File: src/rtl/sub_fifo.sv
// sub_fifo: synchronous valid/ready FIFO with occupancy count.
// Buffers the register-stage stream ahead of the consuming logic.
//
// Ports:
//   clk, rst_n        clock, asynchronous active-low reset
//   in_valid/in_ready push handshake (push = in_valid & in_ready)
//   in_data           write data, WIDTH bits
//   out_valid/out_ready pop handshake (pop = out_valid & out_ready)
//   out_data          head entry, zero while empty
//   count             occupancy 0..DEPTH
//   almost_full       present only when SUB_FIFO_ALMOST_FULL_EN is defined
//
// Configuration macro: SUB_FIFO_ALMOST_FULL_EN adds the almost_full output.
module sub_fifo #(
  parameter int unsigned WIDTH = 1,
  parameter int unsigned DEPTH = 4
) (
  input  logic                       clk,
  input  logic                       rst_n,
  input  logic                       in_valid,
  output logic                       in_ready,
  input  logic [WIDTH-1:0]           in_data,
  output logic                       out_valid,
  input  logic                       out_ready,
  output logic [WIDTH-1:0]           out_data,
`ifdef SUB_FIFO_ALMOST_FULL_EN
  output logic [$clog2(DEPTH):0]     count,
  output logic                       almost_full
`else
  output logic [$clog2(DEPTH):0]     count
`endif
);

  localparam int unsigned PW = $clog2(DEPTH);
  localparam int unsigned CW = PW + 1;

  logic [WIDTH-1:0] mem [DEPTH];
  logic [PW-1:0]    wr_ptr, rd_ptr;
  logic [PW-1:0]    wr_ptr_nxt, rd_ptr_nxt;
  logic [CW-1:0]    count_nxt;
  logic [WIDTH-1:0] head_nxt;
  logic             push, pop;

  // Next-state: pointers, occupancy and the word that will sit at the head.
  always_comb begin
    push       = in_valid & in_ready;
    pop        = out_valid & out_ready;
    count_nxt  = count;
    wr_ptr_nxt = wr_ptr;
    rd_ptr_nxt = rd_ptr;
    head_nxt   = '0;

    case ({push, pop})
      2'b10:   count_nxt = count + CW'(1);
      2'b01:   count_nxt = count - CW'(1);
      default: count_nxt = count;
    endcase

    if (push) wr_ptr_nxt = wr_ptr + PW'(1);
    if (pop)  rd_ptr_nxt = rd_ptr + PW'(1);

    // The head is the word written this cycle only when it lands at the new
    // read pointer (empty push, or single-entry push&pop).
    if (count_nxt != '0) begin
      if (push && (rd_ptr_nxt == wr_ptr)) head_nxt = in_data;
      else                                 head_nxt = mem[rd_ptr_nxt];
    end
  end

  // Storage array, intentionally not reset.
  always_ff @(posedge clk) begin
    if (push) mem[wr_ptr] <= in_data;
  end

  // Control state and registered outputs.
  always_ff @(posedge clk or negedge rst_n) begin
    if (!rst_n) begin
      wr_ptr    <= '0;
      rd_ptr    <= '0;
      count     <= '0;
      out_valid <= 1'b0;
      in_ready  <= 1'b1;
      out_data  <= '0;
    end else begin
      wr_ptr    <= wr_ptr_nxt;
      rd_ptr    <= rd_ptr_nxt;
      count     <= count_nxt;
      out_valid <= (count_nxt != '0);
      in_ready  <= (count_nxt != CW'(DEPTH));
      out_data  <= head_nxt;
    end
  end

`ifdef SUB_FIFO_ALMOST_FULL_EN
  // Flags within one entry of full, tracking the updated occupancy.
  always_ff @(posedge clk or negedge rst_n) begin
    if (!rst_n) almost_full <= 1'b0;
    else        almost_full <= (count_nxt >= CW'(DEPTH - 1));
  end
`endif

endmodule
File: config.mk
export PLATFORM = sky130hd
export DESIGN_NAME = sub_fifo
export DESIGN_NICKNAME = d
export VERILOG_FILES = /design/src/rtl/sub_fifo.sv
export SDC_FILE = /design/constraint.sdc
export NUM_CORES = 1
export LEC_CHECK = 0
export BUFFER_PORTS_ARGS = -buffer_cell sky130_fd_sc_hd__buf_2
export CORE_MARGIN = 2
export CORE_UTILIZATION = 42
export CTS_CLUSTER_SIZE = 20
export DETAILED_ROUTE_END_ITERATION = 8
export PLACE_DENSITY = 0.73
export SYNTH_ARGS = -nofsm -noshare
export SYNTH_HDL_FRONTEND = slang
export SYNTH_SLANG_ARGS = --single-unit
File: constraint.sdc
create_clock -name clk -period 2.1 [get_ports clk]
set_clock_uncertainty 0.2 [all_clocks]
set_input_delay 0.42 -clock clk [delete_from_list [all_inputs] [get_ports clk]]
set_output_delay 0.42 -clock clk [all_outputs]
set_load 0.05 [all_outputs]
==> impl_metrics.yaml <==
worst_setup_path:
  worstSetupStartpointType: "register"
  slowest_delay_ns: 0.64
  crit_slowest_cell: "dfstp_4"
  critPathArrivalTime_ns: 2.13
  crit_buf_inv: 0
  cp_cell_sequence: "nand2_4 > ha_4 > fa_2 > nor2_2 > nand2_1 > o21ai_2 > a221oi_2"
  path_class: "reg2reg"
  critical-path-top-delay-family: "adder cells"
  worst_setup_path_end_kind: "register"
  critPathMaxFanout: 2
  required_ns: 2.10
drt:
  ant_nets: 0
  routedWlPerCell_um: 11.9
  wl_met2_um: 664
  wl_met1_um: 652
  wl_met3_um: 27
  finalWirelength_mm: 1.37
  dr.first_iter.drc_count: 6
  remaining_drc_errors: 0
  first_pass_iters: 2
  top_layer_used: "met4"
  via_per_inst: 4.98
  vias: 573
cells_and_area:
  fillCellCount: 158
  fin_util_pct: 59.0
  area_growth_pct: 30.4
  antennaDiodeCount: 0
  stdcell_count: 115
  layout-drive-gt1-share_pct: 45.6
  final_nets: 102
synth:
  synth_top_area_cell: "dfrtp_1"
  ys_top_cells_by_count: "9 x dfrtp_1, 6 x nand2_1, 6 x xnor2_1"
  synth_top_area_share_pct: 28.2
  synthTopCellsByArea: "dfrtp_1 28%, edfxtp_1 15%, ha_1 7.8%, xnor2_1 6.6%, dfstp_2 3.3%"
  postSynthAreaPerCell_sq_um: 12.1
  synth_edf_count: 4
  yosysSeqAreaShare_pct: 46.6
  syn_area_sq_um: 798
  async_flop_share_pct: 71.4
  synthCells: 66
  synth.most_common_cell: "dfrtp_1"
  synth_warnings: 0
  synth-seq-cells: 14
  syn-num-nets: 77
  ys.flop_type: "dfrtp_1"
  synth.distinct_cells: 28
floorplan:
  core_sq_mm: 0.00176
  fp.dieArea_sq_mm: 0.00227
  start_util_pct: 45.2
  dieHeight_um: 47.6
  ios: 11
  rows: 15
  die_x_um: 47.6
place:
  hpwl_mm: 1.05
  io_buffers: 10
  gp_congestion: 0.739
  placed_cells: 108
timing:
  totalNegativeSetupSlack_ns: -0.0296
  post-route-period-util_pct: 101
  finalSetupViolations: 1
  post-route-min-period_ns: 2.13
  rsz0062_at_grt: "true"
  hold_viol_final: 0
  relSlewSlack_pct: 77.8
  report.final.slew_viol_count: 0
  setup_slack_ns: -0.0296
  worst_pin_slew_ns: 0.327
  fmax_ghz: 0.470
flow_run:
  cap_violations: 0
cts:
  cts-htree-levels: 1
  clockRootBuffer: "clkbuf_4"
  clock_latency_ns: 0.29
  clk_pin_slew_worst_paths_ns: 0.09
  cts_tree: "built"
  cts_made_buffers: 3
  clock_sinks: 14
  clockBufferDepth: 2
grt:
  gr-usage-all-layers_pct: 13.9
  grt_pass1_wl_mm: 2.17
  grt_pass1_vias: 522
  antenna_found_initial: 0
  grt_max_degree: 11
  grt-ovfl-total: 0
status:
  status: "finished, violations left"
  failed_checks: "negative setup slack"
hold_path:
  hp-class: "in2reg"
power:
  pwr_density_cell_mw_per_mm2: 1540
  vdd_drop_max_mv: 0.987
  leakage_nw: 0.457
==> placed cells by master (no fill, tap or decap), types with 2 or more instances in the layout <==
cell type	synthesis	layout
buf_2	0	10
ha_1	5	4
and3_1	4	4
edfxtp_1	4	4
nand2_1	6	5
xnor2_2	0	2
xnor2_1	6	4
a211oi_1	3	3
nor4_2	2	2
nor2_2	0	2
buf_4	0	10
inv_1	5	5
clkbuf_4	0	3
mux2_2	2	2
dfrtp_1	9	8
==> registers in the layout, summed over array words and instances (netlist names) <==
signal     cells
mem            4
count          3
rd_ptr         2
wr_ptr         2
in_ready       1
out_data       1
out_valid      1
==> logic make-up (layout without fill, tap and decap cells) <==
| group | after synthesis | count (layout) | synth area share (%) |
|---|---|---|---|
| and+or+nand+nor | 20 | 20 | 16.1 |
| DFF | 14 | 14 | 46.6 |
| AOI/OAI and AO/OA | 10 | 10 | 10.5 |
| xor gates and xnor gates | 7 | 7 | 8.62 |
| adders and majority gates | 6 | 6 | 10.3 |
| buffers and inverters | 6 | 30 | 3.76 |
| muxes | 3 | 3 | 4.08 |
==> final cells by class <==
cell class | instances | area, sq um | share of cell area (%)
clock buffer | 4 | 36.3 | 3.49
inverter | 5 | 18.8 | 1.80
multi-input combinational | 46 | 443 | 42.5
sequential | 14 | 377 | 36.2
tap | 25 | 31.3 | 3.00
timing repair buffer | 21 | 135 | 13.0
==> final timing paths <==
path / endpoint / from / slack [ns] / cells after the start
min: mem[3]$_DFFE_PP_ / in_data / 0.17 / 1
max reg2reg: out_data$_DFF_PN0_ / in_ready$_DFF_PN1_ / -0.03 / 7
min reg2reg: wr_ptr[0]$_DFFE_PN0P_ / wr_ptr[0]$_DFFE_PN0P_ / 0.39 / 1
max in group asynchronous: in_ready$_DFF_PN1_ / rst_n / 1.15 / 2
min in group asynchronous: out_data$_DFF_PN0_ / rst_n / 0.30 / 2
max: out_data$_DFF_PN0_ / in_ready$_DFF_PN1_ / -0.03 / 7
==> layer usage <==
metal  vias up  GRT usage [%]
met2         7           22.4
met5         -              0
met3         4           3.40
li1        286              -
met4         0           6.49
met1       276           17.6
==> where the power goes <==
group          switching (mW)  internal [mW]  total (mW)
registers               0.134          0.398       0.532
logic                   0.492          0.388       0.880
clock network          0.0900          0.106       0.196
==> repair_timing <==
item | 4_1_cts | 5_1_grt
buffers inserted | 0 | 2
pin swaps | 3 | 3
endpoints found under the setup margin | 2 | 4
resized for setup | 2 | 3
endpoints found under the hold margin | 9 | 0
hold buffers | 1 | 0
==> metrics by stage <==
stage / area, sq um / hold slack [ns] / power (mW) / setup slack (ns)
CTS: 1010 / 0.176 / 1.58 / -0.0338
finish: 1040 / 0.172 / 1.61 / -0.0296
floorplan: 826 / -0.0756 / 1.16 / -0.118
global placement: 956 / 0.0865 / 1.33 / -0.0507
detailed placement: 956 / 0.0907 / 1.35 / -0.0562
global route: 1040 / 0.170 / 1.73 / -0.0891
No activity file was read; power rests on OpenSTA's default activity.
